<file path="src/rtl/set_cmp_pkg.sv">
// Shared definitions for the serial set-compare engine: opcodes, FSM states
// and the flag-to-condition mapping.
package set_cmp_pkg;

    localparam int unsigned DATA_W = 32;

    localparam logic [2:0] OP_SLT = 3'b000;
    localparam logic [2:0] OP_SEQ = 3'b001;
    localparam logic [2:0] OP_SNE = 3'b010;
    localparam logic [2:0] OP_SGT = 3'b011;
    localparam logic [2:0] OP_SLE = 3'b100;
    localparam logic [2:0] OP_SGE = 3'b101;

    typedef enum logic [1:0] {
        StIdle,
        StRun,
        StDone
    } state_e;

    // Sign is taken from the wrapped difference; no overflow correction.
    function automatic logic cond_flag(input logic [2:0] op, input logic sign,
                                       input logic zf);
        logic flag;
        case (op)
            OP_SLT:  flag = sign;
            OP_SEQ:  flag = zf;
            OP_SNE:  flag = ~zf;
            OP_SGT:  flag = ~zf & ~sign;
            OP_SLE:  flag = zf | sign;
            OP_SGE:  flag = ~sign;
            default: flag = 1'b0;
        endcase
        return flag;
    endfunction

endpackage

</file>
<file path="src/rtl/sub_digit.sv">
// One digit slice of the subtractor: a + ~b + carry_in, with carry out.
module sub_digit #(
    parameter int unsigned DIGIT_W = 4
) (
    input  logic [DIGIT_W-1:0] a_digit,
    input  logic [DIGIT_W-1:0] nb_digit,
    input  logic               cin,
    output logic [DIGIT_W-1:0] sum,
    output logic               cout
);

    always_comb begin
        {cout, sum} = {1'b0, a_digit} + {1'b0, nb_digit} + {{DIGIT_W{1'b0}}, cin};
    end

endmodule

</file>
<file path="src/rtl/serial_set_cmp.sv">
// Digit-serial a - b engine producing set-instruction results; operands are
// shifted right one digit per cycle and the difference is shifted in from the top.
module serial_set_cmp
    import set_cmp_pkg::*;
#(
    parameter int unsigned DIGIT_W = 4
) (
    input  logic              clk,
    input  logic              rst,
    input  logic              in_valid,
    output logic              in_ready,
    input  logic [DATA_W-1:0] in_a,
    input  logic [DATA_W-1:0] in_b,
    input  logic [2:0]        in_op,
    output logic              out_valid,
    input  logic              out_ready,
    output logic [DATA_W-1:0] out_set,
    output logic [DATA_W-1:0] out_diff,
    output logic              out_zf,
    output logic              out_nz
);

    localparam int unsigned N     = DATA_W / DIGIT_W;
    localparam int unsigned CNT_W = (N > 1) ? $clog2(N) : 1;
    localparam logic [CNT_W-1:0] LAST = CNT_W'(N - 1);

    state_e             state_q;
    logic [DATA_W-1:0]  a_q;
    logic [DATA_W-1:0]  b_q;
    logic [DATA_W-1:0]  diff_q;
    logic [2:0]         op_q;
    logic               carry_q;
    logic               zero_q;
    logic [CNT_W-1:0]   cnt_q;

    logic [DIGIT_W-1:0] sum;
    logic               cout;
    logic [DATA_W-1:0]  diff_next;
    logic               zero_next;

    sub_digit #(
        .DIGIT_W (DIGIT_W)
    ) u_sub_digit (
        .a_digit  (a_q[DIGIT_W-1:0]),
        .nb_digit (~b_q[DIGIT_W-1:0]),
        .cin      (carry_q),
        .sum      (sum),
        .cout     (cout)
    );

    always_comb begin
        diff_next = {sum, diff_q[DATA_W-1:DIGIT_W]};
        zero_next = zero_q & ~(|sum);
    end

    assign in_ready = (state_q == StIdle);

    always_ff @(posedge clk) begin
        if (rst) begin
            state_q   <= StIdle;
            a_q       <= '0;
            b_q       <= '0;
            diff_q    <= '0;
            op_q      <= '0;
            carry_q   <= 1'b0;
            zero_q    <= 1'b0;
            cnt_q     <= '0;
            out_valid <= 1'b0;
            out_set   <= '0;
            out_diff  <= '0;
            out_zf    <= 1'b0;
            out_nz    <= 1'b0;
        end else begin
            case (state_q)
                StIdle: begin
                    if (in_valid) begin
                        a_q     <= in_a;
                        b_q     <= in_b;
                        op_q    <= in_op;
                        carry_q <= 1'b1;
                        zero_q  <= 1'b1;
                        cnt_q   <= '0;
                        state_q <= StRun;
                    end
                end
                StRun: begin
                    a_q     <= a_q >> DIGIT_W;
                    b_q     <= b_q >> DIGIT_W;
                    diff_q  <= diff_next;
                    carry_q <= cout;
                    zero_q  <= zero_next;
                    cnt_q   <= cnt_q + 1'b1;
                    if (cnt_q == LAST) begin
                        out_diff  <= diff_next;
                        out_zf    <= zero_next;
                        out_nz    <= ~zero_next;
                        out_set   <= {{(DATA_W-1){1'b0}},
                                      cond_flag(op_q, diff_next[DATA_W-1], zero_next)};
                        out_valid <= 1'b1;
                        state_q   <= StDone;
                    end
                end
                StDone: begin
                    if (out_ready) begin
                        out_valid <= 1'b0;
                        state_q   <= StIdle;
                    end
                end
                default: state_q <= StIdle;
            endcase
        end
    end

endmodule

</file>
<file path="config.mk">
export PLATFORM = sky130hd
export DESIGN_NAME = serial_set_cmp
export DESIGN_NICKNAME = d
export VERILOG_FILES = /design/src/rtl/set_cmp_pkg.sv /design/src/rtl/sub_digit.sv /design/src/rtl/serial_set_cmp.sv
export SDC_FILE = /design/constraint.sdc
export NUM_CORES = 1
export LEC_CHECK = 0
export BUFFER_PORTS_ARGS = -buffer_cell sky130_fd_sc_hd__buf_2
export CAP_MARGIN = 20
export CORE_MARGIN = 2
export CORE_UTILIZATION = 40
export DETAILED_ROUTE_END_ITERATION = 10
export MAX_ROUTING_LAYER = met4
export PLACE_DENSITY_LB_ADDON = 0.05
export SYNTH_ARGS = -nofsm -noshare
export SYNTH_HDL_FRONTEND = slang
export SYNTH_SLANG_ARGS = --single-unit
</file>
<file path="constraint.sdc">
create_clock -name clk -period 2.4 [get_ports clk]
set_input_delay 0.24 -clock clk [delete_from_list [all_inputs] [get_ports clk]]
set_output_delay 0.24 -clock clk [all_outputs]
set_load 0.02 [all_outputs]
</file>
Word level (Yosys, flattened, before mapping)
Cells that the tools add are included.
Widths: inputs -> output; s select.
- flip-flop bits (word level): 142
- input bits: 71
- output and inout bits: 68
- logic and storage cells: 61
- $add $sub $neg: 3
- equal/unequal tests: 11
- muxes and demuxes: 17
- bitwise operators: 7
- reduce and logical (&&, ||, !) cells: 10
- operators by type and width (kind ; number):
    $pmux 32 s2 ; 2
    $mux 32 ; 2
    $eq 3x3->1 const B ; 3
    $eq 3x2->1 const B ; 2
    $mux 2 ; 3
    $ne 2x2->1 const B ; 3
    $pmux 1 s2 ; 3
    $pmux 1 s6 ; 1
    $pmux 2 s3 ; 1
    $pmux 3 s2 ; 1
    $reduce_and 2->1 ; 3
    $reduce_and 3->1 ; 2
    $add 4x4->5 ; 1
    $add 5x1->5 ; 1
    $not 4->4 ; 1
    $reduce_bool 2->1 ; 2
    $reduce_or 4->1 ; 1
    $add 3x1->3 const B ; 1
    $eq 3x1->1 const B ; 1
    $logic_not 3->1 ; 1
    $mux 1 ; 3
    $mux 3 ; 1
    $not 1->1 ; 3
    $and 1x1->1 ; 2
    4 further kinds ; 4

Logic depth before layout (Yosys ltp)
Gate-level depths: netlist of the first run.
- depth in word-level cells: 9
- gate-level depth with buffers: 9
- depth with buffers taken out: 9

Cells and area by module
A second synthesis of the first run with hierarchy kept.
- cell total of the unflattened synthesis: 732
- area, all modules: 5835.6 µm²
- modules (own cells, without submodules) (module ; instances ; cells an instance ; area an instance (µm²) ; seq. area each (µm²)):
    serial_set_cmp ; 1 ; 716 ; 5691.7 ; 2762.6
    sub_digit ; 1 ; 16 ; 143.9 ; 0.0

Least setup slack after synthesis of the first run
No wires, ideal clock.
- path kind: flip-flop to flip-flop
- start point: reg a_q[0]
- end point: reg out_set[0]
- library setup time: 0.088 ns
- arrival time: 2.108 ns
- required time: 2.312 ns
- setup slack: 0.204 ns
- stages on the path, launching flop included: 9
- path buffers: 0
- clock period less this slack: 2.196 ns
- cells stage by stage: dfxtp_1 > inv_1 > fa_1 > inv_1 > fa_1 > and4b_4 > maj3_2 > o211ai_2 > a311oi_2
- longest elaborated chain between the ends: 8
- elaborated cells between the ends (all ways): 10
- classes of those cells: add/sub: 2; mux: 1; bitwise: 6; reduce/logical: 1
- RTL lines (what ; line ; source):
    start: declaration ; serial_set_cmp.sv:28 ; logic [DATA_W-1:0] a_q;
    start signal: assignment ; serial_set_cmp.sv:77 ; a_q <= in_a;
    start signal: assignment ; serial_set_cmp.sv:87 ; a_q <= a_q >> DIGIT_W;
    $add 4x4->5 * ; sub_digit.sv:13 ; {cout, sum} = {1'b0, a_digit} + {1'b0, nb_digit} + {{DIGIT_W{1'b0}}, cin};
    $add 5x1->5 * ; sub_digit.sv:13 ;
    named net sum[1] ; serial_set_cmp.sv:36 ; logic [DIGIT_W-1:0] sum;
    $reduce_or 4->1 * ; serial_set_cmp.sv:53 ; zero_next = zero_q & ~(|sum);
    $not 1->1 * ; serial_set_cmp.sv:53 ;
    $and 1x1->1 * ; serial_set_cmp.sv:53 ;
    $not 1->1 ; set_cmp_pkg.sv:27, set_cmp_pkg.sv:28 ;
    $and 1x1->1 ; set_cmp_pkg.sv:28 ; OP_SGT: flag = ~zf & ~sign;
    $pmux 1 s6 * ; set_cmp_pkg.sv:24 ; case (op)
    end signal: assignment ; serial_set_cmp.sv:97 ; out_set <= {{(DATA_W-1){1'b0}},
    end: declaration ; serial_set_cmp.sv:17 ; output logic [DATA_W-1:0] out_set,
The timed path passes the listed nets; every way through them passes the cells marked *.
A chain may end at the register's enable or synchronous reset.

Worst setup path in the final report of the first run
Ends and elaborated chain as after synthesis.

==> flow_summary.json, run 1 <==
{
  "leakage_nw": 2.80,
  "synth-simple-area-share": 0.230,
  "clkSinkCount": 138,
  "finalSetupViolations": 0,
  "final_max_slew_viol_count": 0,
  "p_per_area_nw_per_um2": 812,
  "relSlewSlack": 0.630,
  "cp.arrival_ns": 2.62,
  "overflow": 0,
  "tns_ns": 0,
  "async_reset_ff_frac": 0,
  "cp-end-kind": "register",
  "drtIter0Drc": 250,
  "syn_area_per_cell_um2": 7.98,
  "io_buffers": 107,
  "firstDrtPassIters": 4,
  "ys_top_cells_by_area": "dfxtp_1, nand2_1, a311oi_1, a21oi_1, buf_4",
  "viasPerCell": 4.90,
  "hpwl_um": 8620,
  "n_antenna_cell": 0,
  "place_area_um2": 6340,
  "crit_path_top_delay_cell": "fa_1",
  "routed_wl_um": 13300,
  "design_area_um2": 6950,
  "period_share": 0.957,
  "cp.required_ns": 2.72,
  "muxShareOfSynthArea": 0.00344,
  "yosys.area.top_type": "dfxtp_1",
  "row_count": 44,
  "synth_compound_area_frac": 0.174,
  "dr_total_vias": 4934,
  "grt_pass1_vias": 4794,
  "clock_latency_ns": 0.41,
  "timing.hold.ws_ns": 0.0639,
  "netlist_area_um2": 5830,
  "synthAdderAreaFrac": 0.0195,
  "path_class": "register to register",
  "netlist_instances": 730,
  "area_growth_pct": 19.3,
  "total_power_mw": 5.65,
  "cts_max_level": 4,
  "drive_gt1_frac": 0.207,
  "grt_max_degree": 69,
  "cpMostUsedCell": "inv_1",
  "skew_ns": 0.00686,
  "fmax_ghz": 0.435,
  "max_stage_delay_ns": 0.43,
  "synth_top_family_by_area": "simple AND/OR/NAND/NOR gates",
  "worst-path-max-fanout": 4,
  "status": "completed",
  "antenna_found_initial": 0,
  "cts_tree": "built",
  "period_needed_ns": 2.30,
  "post_drt_wl_per_cell_um": 13.2,
  "die_x_um": 125,
  "drtAntennaViolNets": 0,
  "cts_buffers": 17,
  "pin_count": 139,
  "ys_types": 34,
  "synth_edf_count": 0,
  "min_path_type": "input port to register",
  "clk_path_buf_depth": 2,
  "grt_pass1_wl_um": 22300,
  "ys_seq_elements": 138,
  "clkTransAtPathRegs_ns": 0.05,
  "critPathLaunchType": "register",
  "yosysWarnings": 0,
  "ys_dominant_reg_cell": "dfxtp_1",
  "hold_buffers": 0,
  "crit_chain": "inv_1 -> fa_2 -> inv_1 -> fa_1 -> and4b_4 -> maj3_2 -> o211ai_2 -> a311oi_2",
  "die-area_um2": 15500,
  "worstMarginPinSlew_ns": 0.556,
  "gp_congestion": 0.804,
  "drcViolationCount": 0,
  "yosysSeqAreaShare": 0.474,
  "rsz0062_at_grt": "false",
  "fin_util": 0.484,
  "peakVddDrop_uv": 411,
  "final_hold_viol_count": 0,
  "synth_top_area_share": 0.474,
  "design.core.area_um2": 14400,
  "synth_xor_xnor_area_share": 0.00150,
  "maxCapViolations": 0,
  "grt_util_all_layers": 0.178,
  "cts-root-buf": "clkbuf_16",
  "start_util": 0.406,
  "nNetsFinal": 888,
  "die_h_um": 125
}
## layer usage
metal | track usage | wire, um
met1 | 0.215 | 6200
met2 | 0.288 | 6390
met3 | 0.0490 | 529
met4 | 0.0601 | 192
met5 | - | 0
## logic make-up after synthesis
| group | count (synthesis) |
|---|---|
| buffers and inverters | 98 |
| AOI/OAI and AO/OA | 143 |
| muxes | 2 |
| and+or+nand+nor | 339 |
| DFF | 138 |
| adders and majority gates | 8 |
| xor gates and xnor gates | 1 |
| other | 1 |
## power by group
| part | switching, mW | leakage (nW) | internal [mW] |
|---|---|---|---|
| logic | 0.374 | 1.38 | 0.226 |
| clock network | 0.917 | 0.293 | 1.66 |
| registers | 0.0657 | 1.13 | 2.41 |
| total | 1.36 | 2.80 | 4.29 |
## synth_stat cells (2+ instances only)
library cell and number:
nand2b_1 3, clkbuf_1 18, ha_1 5, fa_1 2
nand2_1 246, nor2_1 65, mux2i_1 2, dfxtp_1 138
buf_6 3, nor3_1 3, a21oi_1 77, inv_1 9
a311oi_1 50, a311oi_2 9, buf_4 35, nand3b_1 2
a211oi_1 4, buf_2 31, nand3_1 13
## stage by stage
step | worst slack (ns) | instances
floorplan | 0.204 | 760
CTS | 0.0307 | 1006
finish | 0.104 | 1007
global placement | 0.146 | 974
global route | 0.0209 | 1007
detailed placement | 0.0528 | 974
## flip-flops by register name, summed over array words and instances (netlist names)
name / count
out_zf: 1
state_q: 2
out_diff: 32
diff_q: 28
op_q: 3
zero_q: 1
out_set: 1
a_q: 32
carry_q: 1
cnt_q: 3
out_nz: 1
b_q: 32
out_valid: 1
## placed cells by master, fill, tap and decap left out, types with 2 or more instances in the layout
cell / netlist / final
nor3_1: 3 / 3
bufinv_16: 0 / 2
clkbuf_8: 0 / 5
nand2_1: 246 / 245
inv_1: 9 / 9
buf_2: 31 / 106
buf_4: 35 / 9
nand2b_1: 3 / 2
nor2_1: 65 / 65
dfxtp_1: 138 / 138
clkbuf_16: 0 / 17
mux2i_1: 2 / 2
clkinv_2: 0 / 4
conb_1: 1 / 31
buf_12: 0 / 5
a311oi_1: 50 / 50
a21oi_1: 77 / 77
nand3_1: 13 / 13
ha_1: 5 / 5
a211oi_1: 4 / 4
nand3b_1: 2 / 2
clkbuf_1: 18 / 3
a311oi_2: 9 / 9
## critical path, delay by kind of cell (launching register included)
kind / cells / cell delay (ns)
compound gates: 2 / 0.31
fa+ha+maj: 3 / 1.04
buf+inv: 2 / 0.16
flops: 1 / 0.34
simple gates: 1 / 0.37
## repair_timing
| item | CTS | global route |
|---|---|---|
| setup endpoints to repair | 0 | 1 |
| hold endpoints to repair | 0 | 0 |
| buffers inserted | 0 | 1 |
| resized for setup | 0 | 2 |
## worst paths after layout
path	from	endpoint	slack [ns]	cells past startpoint
setup reg to reg	a_q[0]	out_set[0]	0.10	8
hold / removal	in_a[29]	a_q[29]	0.06	3
hold reg to reg	out_diff[16]	out_diff[16]	0.45	2
setup / recovery	a_q[0]	out_set[0]	0.10	8
## area by class of cell
cell class                      instances  area, um2
Clock inverter                          7       87.6
Sequential cell                       138       2760
Fill cell                            1446       7420
Timing Repair Buffer                  120        698
Inverter                                9       33.8
Multi-Input combinational cell        524       2640
Clock buffer                           25        505
Tap cell                              184        230
(Power assumes the default switching activity.)
==> run 2, diff against run 1 <==
SETUP_SLACK_MARGIN = 0.4   (was unset)
==> run 2 against run 1 <==
Compared with the run above:
- largest cell class unchanged
- non-clock buffer count shrank 2
- die area did not move
- clock power hardly changed
- worst setup slack gained 0.16 ns
- critical endpoint unchanged
- combinational power is 2% lower
- sequential power is essentially flat
- via count decreased by 0.67%
- maximum frequency up 7.5%
- power up 0.12%
==> flow_summary.json, run 2 (synthesis results as in run 1) <==
{
  "final_cell_mix": "nand2_1, dfxtp_1, buf_2",
  "cts_tree": "built",
  "clk_path_buf_depth": 2,
  "p_sw_mw": 1.37,
  "period_share": 0.890,
  "grt_pass1_vias": 4771,
  "hold_buffers": 0,
  "die_h_um": 125,
  "min_path_type": "input port to register",
  "drtIter0Drc": 243,
  "hpwl_um": 8420,
  "firstDrtPassIters": 4,
  "io_buffers": 107,
  "drtAntennaViolNets": 0,
  "viasPerCell": 4.88,
  "worst_r2r_path_depth": 8,
  "n_antenna_cell": 0,
  "p_per_area_nw_per_um2": 814,
  "drive_gt1_frac": 0.211,
  "rsz0062_at_grt": "true",
  "final_max_slew_viol_count": 0,
  "tns_ns": 0,
  "cp.arrival_ns": 2.46,
  "p_comb_frac": 0.104,
  "total_power_mw": 5.65,
  "path_class": "register to register",
  "gp_congestion": 0.743,
  "fin_util": 0.483,
  "netSwitchingFraction": 0.242,
  "die-area_um2": 15500,
  "grt_util_all_layers": 0.177,
  "design.core.area_um2": 14400,
  "post_drt_wl_per_cell_um": 13.1,
  "maxCapViolations": 0,
  "final_common_cell": "nand2_1",
  "rr_endpoint": "out_set[0]",
  "rr_startpoint": "carry_q",
  "routed_wl_um": 13100,
  "pin_count": 139,
  "p_int_mw": 4.29,
  "cp.required_ns": 2.72,
  "p_seq_frac": 0.437,
  "leakage_nw": 2.79,
  "status": "completed",
  "worstMarginPinSlew_ns": 0.726,
  "holdPathStages": 3,
  "cts_buffers": 17,
  "fin_ws_ns": 0.264,
  "hold_end": "b_q[28]",
  "area_growth_pct": 19.2,
  "cts-root-buf": "clkbuf_16",
  "pwr-share-clk": 0.459,
  "cts_max_level": 4,
  "finalSetupViolations": 0,
  "cp-end-kind": "register",
  "clkTransAtPathRegs_ns": 0.06,
  "clock_latency_ns": 0.41,
  "die_x_um": 125,
  "final_hold_viol_count": 0,
  "nNetsFinal": 886,
  "critPathLaunchType": "register",
  "antenna_found_initial": 0,
  "start_util": 0.406,
  "dr_total_vias": 4901,
  "worstHoldStart": "in_b[28]",
  "rrSetupSlack_ns": 0.26,
  "drcViolationCount": 0,
  "grt_max_degree": 78,
  "period_needed_ns": 2.14,
  "relSlewSlack": 0.516,
  "skew_ns": 0.00566,
  "dp_slack_ns": 0.213,
  "worst-path-max-fanout": 3,
  "top_regs": "a_q (32), b_q (32), out_diff (32)",
  "row_count": 44,
  "overflow": 0,
  "fmax_ghz": 0.468,
  "grt_pass1_wl_um": 22100,
  "clkSinkCount": 138,
  "peakVddDrop_uv": 470
}
==> run 2: power groups by stage <==
stage               clock [mW]  combinational, mW  sequential [mW]
floorplan                    0              0.487             2.50
global placement             0              0.579             2.52
detailed placement           0              0.587             2.52
CTS                       2.66              0.596             2.47
global route              2.77              0.664             2.48
finish                    2.60              0.589             2.47
==> run 2: how the worst max path moves through the flow <==
stage	from	end	slack, ns	cells after the start
2_1_floorplan	carry_q	out_set[0]	0.32	8
3_3_place_gp	carry_q	out_set[0]	0.28	8
3_5_place_dp	carry_q	out_set[0]	0.21	9
4_1_cts	carry_q	out_set[0]	0.26	8
5_1_grt	carry_q	out_set[0]	0.19	8
6_report	carry_q	out_set[0]	0.26	8
==> run 2: worst max-delay path, stage by stage, from the launching register on <==
cell and delay (ns):
dfxtp_2 0.32, inv_2 0.04, fa_2 0.38, inv_2 0.06, fa_1 0.43, and4b_4 0.36, maj3_2 0.19, o211ai_2 0.08
a311oi_2 0.19
==> run 2: area by class of cell <==
cell class / count / area (um2)
clock buffer: 25 / 505
clock inverter: 7 / 87.6
fill: 1437 / 7420
inverter: 9 / 33.8
multi-input combinational: 524 / 2640
sequential: 138 / 2770
tap: 184 / 230
timing repair buffer: 118 / 683
==> run 2: through the flow <==
| stage | area [um2] | cells | hold WS (ns) |
|---|---|---|---|
| after floorplan | 5940 | 760 | 0.376 |
| after global placement | 6330 | 972 | 0.441 |
| after detailed placement | 6330 | 972 | 0.444 |
| after CTS | 6940 | 1005 | 0.0429 |
| after global routing | 6940 | 1005 | 0.0621 |
| final | 6940 | 1005 | 0.0656 |
==> run 2: repair_timing <==
action / in CTS / in global routing
cloned: 0 / 0
buffers inserted: 1 / 0
endpoints found under the setup margin: 1 / 4
resized for setup: 1 / 2
pin swaps: 1 / 0
endpoints found under the hold margin: 0 / 0
==> run 2: metal layers <==
| metal | vias to the layer above | part of all wire | track usage |
|---|---|---|---|
| met3 | 13 | 0.036 | 0.0421 |
| met1 | 2259 | 0.47 | 0.207 |
| met4 | 0 | 0.014 | 0.0674 |
| li1 | 2541 | - | - |
| met2 | 88 | 0.48 | 0.297 |
| met5 | - | 0 | - |
==> run 3, diff against run 2 <==
CORE_ASPECT_RATIO = 0.5   (was unset)
CTS_BUF_LIST = sky130_fd_sc_hd__clkbuf_4 sky130_fd_sc_hd__clkbuf_8   (was unset)
==> run 3 against run 2 <==
Compared with the run above:
- register-to-register slack is essentially flat
- worst hold slack worse by 0.024 ns
- worst setup slack better by 0.0033 ns
- combinational power up 4.4%
- first-iteration DRC count rose by 6.6%
- flip-flop and latch count stayed put
- sequential share of layout area up 0.58 points
- critical path depth unchanged
- design area is 1.5% lower
- via count is 0.49% higher
- clock-buffer cell count decreased by 5
- die area grew 0.38%
==> flow_summary.json, run 3 (synthesis results as in run 1) <==
{
  "holdPathStages": 3,
  "antenna_found_initial": 0,
  "fmax_ghz": 0.469,
  "final_max_slew_viol_count": 0,
  "clk_path_buf_depth": 2,
  "final_cell_mix": "nand2_1, dfxtp_1, buf_2",
  "hpwl_um": 8790,
  "leakage_nw": 2.74,
  "grt_max_degree": 58,
  "finalSetupViolations": 0,
  "grt_pass1_wl_um": 22500,
  "grt_pass1_vias": 4545,
  "drive_gt1_frac": 0.222,
  "period_needed_ns": 2.13,
  "cp-end-kind": "register",
  "relSlewSlack": 0.576,
  "clkTransAtPathRegs_ns": 0.08,
  "area_growth_pct": 17.4,
  "row_count": 31,
  "clkSinkCount": 138,
  "period_share": 0.889,
  "top_regs": "a_q (32), b_q (32), out_diff (32)",
  "final_common_cell": "nand2_1",
  "firstDrtPassIters": 4,
  "min_path_type": "input port to register",
  "overflow": 0,
  "p_comb_frac": 0.120,
  "cts_tree": "built",
  "peakVddDrop_uv": 319,
  "design.core.area_um2": 14400,
  "design_area_um2": 6840,
  "worst-path-max-fanout": 4,
  "cts_max_level": 4,
  "cts-root-buf": "clkbuf_8",
  "rsz0062_at_grt": "true",
  "grt_util_all_layers": 0.185,
  "pwr-share-clk": 0.398,
  "cp.required_ns": 2.75,
  "tns_ns": 0,
  "viasPerCell": 4.79,
  "dr_total_vias": 4925,
  "post_drt_wl_per_cell_um": 13.3,
  "cts_buffers": 17,
  "die-area_um2": 15600,
  "p_seq_frac": 0.482,
  "n_antenna_cell": 0,
  "io_buffers": 107,
  "hold_buffers": 0,
  "start_util": 0.406,
  "clock_latency_ns": 0.43,
  "nNetsFinal": 895,
  "p_sw_mw": 1.38,
  "die_x_um": 175,
  "cp.arrival_ns": 2.48,
  "p_int_mw": 3.73,
  "maxCapViolations": 0,
  "drcViolationCount": 0,
  "dp_slack_ns": 0.210,
  "pin_count": 139,
  "gp_congestion": 0.746,
  "die_h_um": 89.3,
  "worst_r2r_path_depth": 8,
  "p_per_area_nw_per_um2": 748,
  "drtIter0Drc": 259,
  "status": "completed",
  "worstMarginPinSlew_ns": 0.636,
  "final_hold_viol_count": 0,
  "critPathLaunchType": "register",
  "routed_wl_um": 13600,
  "skew_ns": 0.0132,
  "fillers": 1501,
  "path_class": "register to register",
  "netSwitchingFraction": 0.271,
  "fin_ws_ns": 0.267,
  "drtAntennaViolNets": 0,
  "place_area_um2": 6380
}
[run 3: final timing paths]
kind / start / to / slack, ns
worst max-delay path: carry_q / out_set[0] / 0.27
worst min-delay path: in_op[1] / op_q[1] / 0.04
worst max register to register: carry_q / out_set[0] / 0.27
worst min register to register: out_diff[2] / out_diff[2] / 0.45
[run 3: area by class of cell]
cell class | instances | area (um2) | area share
inverter | 9 | 33.8 | 0.00494
multi-input combinational | 524 | 2640 | 0.386
clock buffer | 20 | 263 | 0.0384
clock inverter | 12 | 165 | 0.0241
tap | 198 | 248 | 0.0362
timing repair buffer | 127 | 729 | 0.107
sequential | 138 | 2760 | 0.404
[run 3: power by group through the flow]
stage / Sequential [mW] / Combinational, mW / Clock (mW)
after floorplan: 2.50 / 0.487 / 0
after global placement: 2.52 / 0.600 / 0
after detailed placement: 2.52 / 0.602 / 0
after CTS: 2.47 / 0.619 / 2.09
after global routing: 2.48 / 0.695 / 2.21
final: 2.47 / 0.615 / 2.04
[run 3: per-stage QoR]
stage / hold slack (ns) / utilization / total power, mW / instances
finish: 0.0419 / 0.477 / 5.12 / 1028
global route: 0.0151 / 0.477 / 5.39 / 1028
CTS: 0.0159 / 0.476 / 5.18 / 1027
detailed placement: 0.445 / 0.444 / 3.12 / 993
global placement: 0.440 / 0.444 / 3.12 / 993
floorplan: 0.376 / - / 2.99 / 760
[run 3: critical path, stage by stage (launching register included)]
cell      delay, ns
dfxtp_2        0.33
inv_2          0.04
fa_2           0.38
inv_2          0.06
fa_2           0.42
and4b_4        0.36
maj3_2         0.18
o211ai_2       0.08
a311oi_2       0.19
[run 3: layer usage]
metal	vias to the layer above	GRT usage	part of all wire
met4	0	0.0477	0.0021
met2	111	0.282	0.43
met3	2	0.0442	0.044
met1	2257	0.249	0.52
met5	-	-	0
li1	2555	-	-
[run 3: what timing repair did]
| item | in CTS | in global routing |
|---|---|---|
| setup endpoints to repair | 1 | 5 |
| pin swaps | 1 | 1 |
| setup buffers | 2 | 1 |
| gates resized for setup | 2 | 2 |
